**src/rtl/fetch_controller.sv**
```systemverilog
// ============================================================================
//  Module   : fetch_controller
//  Purpose  : Instruction-fetch sequencer. Owns the program counter and picks
//             each cycle between advance-by-4, stall hold, or MEM redirect.
//             Raises pipeline flush pulses on redirect and, on fetching the
//             halt word, drains the pipeline before declaring halt.
//  Ports    : CLK, RESET (async, active-low)
//             stall_req, PCSrc, PC_next_jumpOrBranch[31:0], instruction[31:0]
//             currentPC[31:0], PCPlus4[31:0], fetch_en, instr_valid,
//             flush_IF_ID, flush_ID_EX, flush_EX_MEM, misalign_err, halted,
//             cycle_count[31:0]
//  Revision : 1.0 - initial release
// ============================================================================
`default_nettype none

module fetch_controller #(
   parameter logic [31:0] RESET_PC     = 32'h0000_0000,
   parameter logic [31:0] HALT_WORD    = 32'hFFFF_FFFF,
   parameter int          DRAIN_CYCLES = 4
) (
   input  logic        CLK,
   input  logic        RESET,
   input  logic        stall_req,
   input  logic        PCSrc,
   input  logic [31:0] PC_next_jumpOrBranch,
   input  logic [31:0] instruction,
   output logic [31:0] currentPC,
   output logic [31:0] PCPlus4,
   output logic        fetch_en,
   output logic        instr_valid,
   output logic        flush_IF_ID,
   output logic        flush_ID_EX,
   output logic        flush_EX_MEM,
   output logic        misalign_err,
   output logic        halted,
   output logic [31:0] cycle_count
);

   typedef enum logic [1:0] {
      S_RUN    = 2'd0,
      S_DRAIN  = 2'd1,
      S_HALTED = 2'd2
   } state_t;

   localparam logic [3:0] DRAIN_INIT = 4'(DRAIN_CYCLES - 1);

   state_t      state_q, state_d;
   logic [31:0] pc_q, pc_d;
   logic [3:0]  drain_cnt_q, drain_cnt_d;
   logic        misalign_q, misalign_d;
   logic [31:0] cycle_q;
   logic        flush_w;

   // ------------------------------------------------------------------------
   // State registers
   // ------------------------------------------------------------------------
   always_ff @(posedge CLK or negedge RESET) begin
      if (!RESET) begin
         state_q     <= S_RUN;
         pc_q        <= RESET_PC;
         drain_cnt_q <= 4'd0;
         misalign_q  <= 1'b0;
      end else begin
         state_q     <= state_d;
         pc_q        <= pc_d;
         drain_cnt_q <= drain_cnt_d;
         misalign_q  <= misalign_d;
      end
   end

   // Cycle counter runs until halt and saturates rather than wrapping.
   always_ff @(posedge CLK or negedge RESET) begin
      if (!RESET) begin
         cycle_q <= 32'd0;
      end else if (state_q != S_HALTED && cycle_q != 32'hFFFF_FFFF) begin
         cycle_q <= cycle_q + 32'd1;
      end
   end

   // ------------------------------------------------------------------------
   // Next-state and output logic
   // ------------------------------------------------------------------------
   always_comb begin
      state_d     = state_q;
      pc_d        = pc_q;
      drain_cnt_d = drain_cnt_q;
      misalign_d  = misalign_q;
      fetch_en    = 1'b0;
      instr_valid = 1'b0;
      flush_w     = 1'b0;

      case (state_q)
         S_RUN, S_DRAIN: begin
            if (PCSrc) begin
               // Redirect wins over everything; in DRAIN it also means the
               // halt word was on the wrong path, so resume fetching.
               pc_d        = {PC_next_jumpOrBranch[31:2], 2'b00};
               flush_w     = 1'b1;
               fetch_en    = 1'b1;
               state_d     = S_RUN;
               drain_cnt_d = 4'd0;
               if (PC_next_jumpOrBranch[1:0] != 2'b00) begin
                  misalign_d = 1'b1;
               end
            end else if (state_q == S_DRAIN) begin
               // stall_req is irrelevant while draining.
               if (drain_cnt_q == 4'd0) begin
                  state_d = S_HALTED;
               end else begin
                  drain_cnt_d = drain_cnt_q - 4'd1;
               end
            end else if (stall_req) begin
               // Hold PC; halt word is deliberately not examined here.
            end else if (instruction == HALT_WORD) begin
               // Let the halt word itself enter ID, then stop fetching.
               fetch_en    = 1'b1;
               instr_valid = 1'b1;
               state_d     = S_DRAIN;
               drain_cnt_d = DRAIN_INIT;
            end else begin
               fetch_en    = 1'b1;
               instr_valid = 1'b1;
               pc_d        = pc_q + 32'd4;
            end
         end
         default: begin
            // HALTED: frozen until reset.
         end
      endcase
   end

   assign currentPC    = pc_q;
   assign PCPlus4      = pc_q + 32'd4;
   assign flush_IF_ID  = flush_w;
   assign flush_ID_EX  = flush_w;
   assign flush_EX_MEM = flush_w;
   assign misalign_err = misalign_q;
   assign halted       = (state_q == S_HALTED);
   assign cycle_count  = cycle_q;

endmodule

`default_nettype wire
```
**config.mk**
```make
export PLATFORM = sky130hd
export DESIGN_NAME = fetch_controller
export DESIGN_NICKNAME = d
export VERILOG_FILES = /design/src/rtl/fetch_controller.sv
export SDC_FILE = /design/constraint.sdc
export NUM_CORES = 1
export LEC_CHECK = 0
export ABC_AREA = 0
export BUFFER_PORTS_ARGS = -buffer_cell sky130_fd_sc_hd__buf_2
export CAP_MARGIN = 20
export CORE_MARGIN = 4
export CORE_UTILIZATION = 35
export CTS_BUF_LIST = sky130_fd_sc_hd__clkbuf_4
export CTS_CLUSTER_SIZE = 40
export DETAILED_ROUTE_END_ITERATION = 12
export GPL_ROUTABILITY_DRIVEN = 1
export GPL_TIMING_DRIVEN = 1
export PLACE_DENSITY = 0.62
export SLEW_MARGIN = 15
export SYNTH_ARGS = -nofsm -noshare
export SYNTH_HDL_FRONTEND = slang
export SYNTH_SLANG_ARGS = --single-unit
```
**constraint.sdc**
```tcl
create_clock -name CLK -period 2.8 [get_ports CLK]
set_input_delay 0.56 -clock CLK [delete_from_list [all_inputs] [get_ports CLK]]
set_output_delay 0.56 -clock CLK [all_outputs]
set_load 0.01 [all_outputs]
```
== Word-level counts from Yosys, hierarchy flattened ==
Cells that the tools add are included.

* Register bits after elaboration: 71
* Bits in latches: 0
* Bits in writable memories: 0
* Memory bits (read-only): 0
* Input port bits: 68
* Output and inout port bits: 103
* Memories kept: 0

* Add/sub/neg operators: 3
* Multipliers: 0
* Divide/modulo/power cells: 0
* Magnitude comparators: 0
* Eq/ne operators: 11
* Shift-type cells: 0
* Muxes and demuxes: 22
* Bitwise operators: 0
* Reduce and logical (&&, ||, !) cells: 10

{| class="wikitable"
|+ Operators with widths
! cell !! number
|-
| 2-to-1 mux 32 bit || 4
|-
| adder 32 x 1 -> 32 bit, second input constant || 1
|-
| adder 32 x 3 -> 32 bit, second input constant || 1
|-
| equality test 32 bit, second input constant || 1
|-
| != test 32 bit, second input constant || 1
|-
| 2-to-1 mux 4 bit || 5
|-
| AND reduction 4 bit || 3
|-
| 2-to-1 mux 2 bit || 5
|-
| 2-to-1 mux 1 bit || 8
|-
| != test 2 bit, second input constant || 3
|-
| logical NOT 4 bit || 1
|-
| subtractor 4 x 1 -> 4 bit, second input constant || 1
|-
| != test 3 x 1 -> 1 bit, second input constant || 1
|-
| != test 3 x 2 -> 1 bit, second input constant || 1
|-
| != test 3 bit, second input constant || 1
|-
| AND reduction 3 bit || 1
|-
| nonzero test 3 bit || 1
|-
| equality test 2 x 1 -> 1 bit, second input constant || 1
|-
| equality test 2 bit, second input constant || 1
|-
| logical NOT 2 bit || 1
|-
| != test 2 x 1 -> 1 bit, second input constant || 1
|-
| nonzero test 2 bit || 1
|-
| OR reduction 2 bit || 1
|-
| logical AND 1 bit || 1
|}

== Longest topological paths before layout ==
Gate-level depths: netlist (run 1).

* Depth in word-level cells: 5
* Depth in mapped cells: 9
* Gate-level depth less buffers: 8

== Worst setup path after synthesis (run 1) ==
Ideal clock, no wire load.

* Path type: reg2out
* Start: register pc_q[2] (netlist: currentPC[2])
* End: output port PCPlus4[30]
* Arrival: 1.985 ns
* Required time: 2.240 ns
* Setup slack: 0.255 ns
* Stages on the path, launching flop included: 8
* Path buffers: 1
* Cell sequence: dfrtp_1 -> ha_1 -> nand4_1 -> or4_1 -> buf_2 -> nor2_1 -> nand2_1 -> xnor2_1

* Longest elaborated chain between the ends: 1

{| class="wikitable"
|+ RTL lines
! element !! line !! text
|-
| start: declaration || 48 || <nowiki>logic [31:0] pc_q, pc_d;</nowiki>
|-
| start signal: assignment || 65 || <nowiki>pc_q <= pc_d;</nowiki>
|-
| adder 32 x 3 -> 32 bit || 133 || <nowiki>assign PCPlus4 = pc_q + 32'd4;</nowiki>
|-
| end: declaration || 28 || <nowiki>output logic [31:0] PCPlus4,</nowiki>
|}

Every way passes these cells.

== Final worst setup path (run 1) ==
* Start: register pc_q[2] (netlist: currentPC[2])
* End: output port PCPlus4[28]

The elaborated chain is that of the path after synthesis.

==> results of run 1 <==
-- stage by stage --
step / power [mW] / util, % / cells / instance area (µm²) / hold WS, ns
floorplan: 2.28 / - / 527 / 4630 / 0.264
CTS: 3.67 / 47.0 / 879 / 6000 / 0.183
finish: 3.76 / 48.7 / 896 / 6220 / 0.173
global placement: 2.95 / 45.0 / 857 / 5750 / 0.454
global route: 4.02 / 48.7 / 896 / 6220 / 0.194
detailed placement: 2.98 / 45.0 / 857 / 5750 / 0.466
-- kinds of logic after synthesis --
| logic type | Yosys count |
|---|---|
| buf+inv | 58 |
| mux | 8 |
| fa+ha+maj | 4 |
| simple gates | 245 |
| other cells | 1 |
| xor+xnor | 58 |
| compound gates | 81 |
| flops | 69 |
-- flip-flops by register name, summed over array words and instances (netlist names) --
signal / flops
misalign_err: 1
state_q: 2
drain_cnt_q: 4
currentPC: 30
cycle_count: 32
-- area by class of cell --
type	instances	area, µm²
Clock inverter	5	52.6
Fill cell	1206	6550
Inverter	17	63.8
Clock buffer	10	75.1
Timing Repair Buffer	222	1280
Multi-Input combinational cell	400	2800
Sequential cell	69	1730
Antenna cell	1	2.50
Tap cell	172	215
-- routing by layer --
layer | wire length, µm | vias up
li1 | - | 2338
met1 | 7280 | 2429
met2 | 7750 | 177
met3 | 972 | 21
met4 | 321 | 0
met5 | 0 | -
-- where the power goes --
group / internal, mW / switching (mW)
Combinational: 0.727 / 0.929
Clock: 0.273 / 0.382
Sequential: 1.17 / 0.273
Total: 2.17 / 1.59
-- how the worst max path moves through the flow --
stage,startpoint,endpoint,slack [ns],cells past startpoint
2_1_floorplan,currentPC[2],PCPlus4[30],0.26,7
3_3_place_gp,currentPC[2],PCPlus4[28],0.19,6
3_5_place_dp,currentPC[2],PCPlus4[28],0.12,6
4_1_cts,currentPC[3],PCPlus4[30],-0.04,7
5_1_grt,currentPC[8],PCPlus4[31],-0.11,6
6_report,currentPC[2],PCPlus4[28],-0.001,6
-- cell usage after synthesis (7+ instances only) --
cell / instances / area share, %
dfrtp_1: 69 / 37
nand3_1: 45 / 4.9
nand2_1: 41 / 3.3
xnor2_1: 36 / 6.8
nor3_1: 33 / 3.6
nand4_1: 30 / 4.1
nor2_1: 23 / 1.9
clkbuf_1: 22 / 1.8
xor2_1: 22 / 4.2
and3_1: 19 / 2.6
a21oi_1: 17 / 1.8
inv_1: 16 / 1.3
nor4_1: 13 / 1.8
buf_4: 8 / 1.3
and4_1: 7 / 1.3
mux2i_1: 7 / 1.5
-- worst max-delay path, cell delays in order, from the launching register on --
cell     delay [ns]
dfrtp_2        0.44
ha_4           0.14
nand4_1        0.07
or4_4          0.62
nor3_4         0.24
xnor2_1        0.15
buf_2          0.16
-- repair_timing --
action                                  4_1_cts  5_1_grt
resized for setup                            16       21
setup buffers                                 7       16
endpoints found under the setup margin       14       18
pin swaps                                     5       13
==> qor.yml, run 1 <==
synth:
  ys_warn_count: 0
  synth-simple-area-share_pct: 29.2
  avgSynthCellArea_um2: 8.82
  yosysSeqAreaShare_pct: 37.4
  synth-xor-area-share_pct: 11.0
  synth_ff_type: "dfrtp_1"
  async_flop_share_pct: 100
  syn_inst: 524
  ys_types: 63
  synth_edf_count: 0
  synth_top_family_by_area: "simple AND/OR/NAND/NOR gates"
  synthMuxAreaShare_pct: 1.76
  synth_area_mm2: 0.00462
  synthAdderAreaFrac_pct: 1.08
  synth_seq_cells: 69
  synth_compound_area_share_pct: 13.8
global_routing:
  grt_use_met2_pct: 32.6
  grt-busiest-layer: "met2"
  grt_pass1_vias: 4596
  use_met1_pct: 29.8
  grt_max_degree: 43
  antenna_found_initial: 1
  grt_usage_pct: 21.1
  grt_pass1_wl_um: 25000
  use_met3_pct: 3.43
  gr-total-overflow: 0
floorplanning:
  fp.dieW_um: 123
  start_util_pct: 36.2
  die_h_um: 123
  core-area_mm2: 0.0128
  pin_count: 171
  rows: 41
  dieArea_mm2: 0.0151
worst_setup_path:
  cp.required_ns: 2.24
  r2r_slack_ns: 0.43
  crit_fanout: 6
  timing.rr.end: "cycle_count[9]"
  r2r_start: "cycle_count[19]"
  critPathCaptureType: "primary output"
  rr_worst_depth: 6
  arrival_ns: 2.24
  critPathLaunchType: "flip-flop"
  path_class: "flip-flop to primary output"
pwr:
  leakage_nw: 2.94
  vdd_drop_max_mv: 0.199
  power_density_mw_per_mm2: 604
clock_tree:
  numClockSinks: 69
  cts_inserted_buffers: 9
  clk-insertion-delay-late_ns: 0.43
  cts_hold_buf: 0
  htreeDepth: 3
  clock_path_buffers: 2
  cts_tree: "yes"
  clockRootBuffer: "clkbuf_4"
  clk_pin_slew_ns: 0.12
outcome:
  outcome: "finished, violations left"
  violations: "setup timing"
sta:
  setup_viol: 1
  setup_tns_ns: -0.00120
  period_needed_ns: 2.80
  worst_slew_pin_slew_ns: 0.754
  slew_headroom_pct: 49.7
  drv_slew: 0
  hold_viol: 0
  fin_crit_sh_pct: 100
  grt_setup_unrepaired: "true"
  post-route-worst-setup-slack_ns: -0.00120
  max_freq_ghz: 0.357
  clock_skew_ns: 0.0119
placed_design:
  routabilityCongestion: 0.905
  port-buffer-count: 166
  hpwl_um: 11800
  post-place-ws_ns: 0.125
cells_and_area:
  drive_above_1_share_pct: 38.0
  nets: 791
  mostFrequentLayoutCells: "166 x buf_2, 65 x dfrtp_1, 50 x buf_4, 42 x nand3_1, 41 x nand2_1"
  final_common_cell: "buf_2"
  syn_to_final_growth_pct: 34.7
routing:
  drc: 0
  dr.pass1.iters: 5
  wire_per_inst_um: 18.2
  vias: 4965
  routed_wl_um: 16300
  ant_nets: 0
  dr.first_iter.drc_count: 422
  via_per_inst: 5.54
hold_path:
  hold_path.class: "input port to async pin"
run:
  drv_cap: 0
(Power assumes the default switching activity.)
==> run 2, diff against run 1 <==
==> constraint.sdc (replaced) <==
create_clock -name CLK -period 2.9 [get_ports CLK]
set_input_delay 0.58 -clock CLK [delete_from_list [all_inputs] [get_ports CLK]]
set_output_delay 0.58 -clock CLK [all_outputs]
set_load 0.01 [all_outputs]
==> qor.yml, run 2 (same netlist as run 1, synthesis figures left out) <==
run:
  drv_cap: 0
worst_setup_path:
  arrival_ns: 2.33
  r2r_slack_ns: 0.54
  critPathLaunch: "currentPC[2]"
  critPathCaptureType: "primary output"
  cp.required_ns: 2.32
  path_class: "flip-flop to primary output"
  crit_fanout: 7
  rr_worst_depth: 6
  critPathLaunchType: "flip-flop"
  r2r_start: "cycle_count[0]"
cells_and_area:
  nFillCells: 1244
  drive_above_1_share_pct: 37.1
  mostFrequentLayoutCells: "166 x buf_2, 60 x dfrtp_1, 42 x nand3_1, 41 x nand2_1, 34 x xnor2_1"
  largest_reg_flops: 32
  stdcell_count: 877
  final_common_cell: "buf_2"
  syn_to_final_growth_pct: 31.7
  nets: 771
clock_tree:
  cts_inserted_buffers: 9
  clk_pin_slew_ns: 0.12
  htreeDepth: 3
  clk-insertion-delay-late_ns: 0.45
  numClockSinks: 69
  clock_path_buffers: 2
  cts_tree: "yes"
  clockRootBuffer: "clkbuf_4"
global_routing:
  grt_pass1_vias: 4631
  gr-total-overflow: 0
  grt_usage_pct: 20.1
  grt_max_degree: 70
  antenna_found_initial: 1
  grt_pass1_wl_um: 23900
outcome:
  violations: "setup timing"
  outcome: "finished, violations left"
floorplanning:
  core-area_mm2: 0.0128
  pin_count: 171
  fp.dieW_um: 123
  start_util_pct: 36.2
  rows: 41
  dieArea_mm2: 0.0151
  die_h_um: 123
pwr:
  power.internal_mw: 2.05
  vdd_drop_max_mv: 0.192
  sw_frac_of_total_pct: 42.3
  combPwrFrac_pct: 41.9
  power.switching_mw: 1.50
  clock_power_share_pct: 18.1
  p_total_mw: 3.55
  leakage_nw: 2.85
  power_density_mw_per_mm2: 583
  p_seq_share_pct: 40.1
routing:
  dr.pass1.iters: 5
  ant_nets: 0
  routed_wl_um: 15500
  drc: 0
  vias: 4870
  dr.first_iter.drc_count: 405
  via_per_inst: 5.55
  wire_per_inst_um: 17.7
sta:
  fin_crit_sh_pct: 100
  grt_setup_unrepaired: "true"
  hold_viol: 0
  drv_slew: 0
  setup_viol: 1
  setup_tns_ns: -0.0113
  period_needed_ns: 2.91
  post-route-worst-setup-slack_ns: -0.0113
  slew_headroom_pct: 47.8
  worst_slew_pin_slew_ns: 0.778
  max_freq_ghz: 0.343
  clock_skew_ns: 0.0174
placed_design:
  routabilityCongestion: 0.897
  port-buffer-count: 166
  hpwl_um: 11500
  dp.cells: 852
hold_path:
  hold_path.class: "input port to async pin"
[run 2: what timing repair did]
action	CTS	global route
setup buffers	2	6
pin swaps	2	11
resized for setup	11	27
cloned	0	0
endpoints found under the setup margin	11	14
hold buffers	0	0
[run 2: cell type report]
| class | instances | area [µm²] | area share [%] |
|---|---|---|---|
| Inverter | 17 | 63.8 | 1.05 |
| Timing Repair Buffer | 202 | 1120 | 18.5 |
| Multi-Input combinational cell | 400 | 2800 | 46.0 |
| Sequential cell | 69 | 1740 | 28.6 |
| Clock buffer | 10 | 75.1 | 1.23 |
| Tap cell | 172 | 215 | 3.54 |
| Antenna cell | 1 | 2.50 | 0.0411 |
| Clock inverter | 6 | 63.8 | 1.05 |
[run 2: through the flow]
stage	setup WS (ns)	hold WS [ns]	util [%]	instance area, µm²
after floorplan	0.335	0.284	-	4630
after global placement	0.264	0.457	44.8	5720
after detailed placement	0.219	0.461	44.8	5720
after CTS	-0.0273	0.152	46.3	5910
after global routing	-0.122	0.143	47.6	6080
final	-0.0113	0.105	47.6	6080
[run 2: worst paths after layout]
check / endpoint
min in group CLK: misalign_err
max in group asynchronous: currentPC[16]
setup reg to reg: cycle_count[30]
hold reg to reg: misalign_err
hold / removal: currentPC[29]
setup / recovery: PCPlus4[16]
[run 2: power groups by stage]
| stage | clock network, mW | registers [mW] | logic [mW] |
|---|---|---|---|
| after global routing | 0.709 | 1.46 | 1.63 |
| after CTS | 0.666 | 1.40 | 1.46 |
| after floorplan | 0 | 1.43 | 0.770 |
| final | 0.641 | 1.42 | 1.48 |
| after global placement | 0 | 1.40 | 1.44 |
| after detailed placement | 0 | 1.42 | 1.45 |
[run 2: worst max-delay path, stage by stage (launching register included)]
cell and delay [ns]:
dfrtp_2 0.46, ha_4 0.15, nand4_1 0.06, or4_4 0.62
buf_6 0.18, buf_6 0.11, xnor2_2 0.14, buf_2 0.15
[run 2: routing by layer]
metal | track usage [%] | vias up | wire length (µm)
li1 | - | 2283 | -
met5 | 0 | - | 0
met4 | 9.10 | 0 | 522
met1 | 27.1 | 2367 | 6650
met3 | 3.75 | 32 | 1090
met2 | 31.4 | 188 | 7290
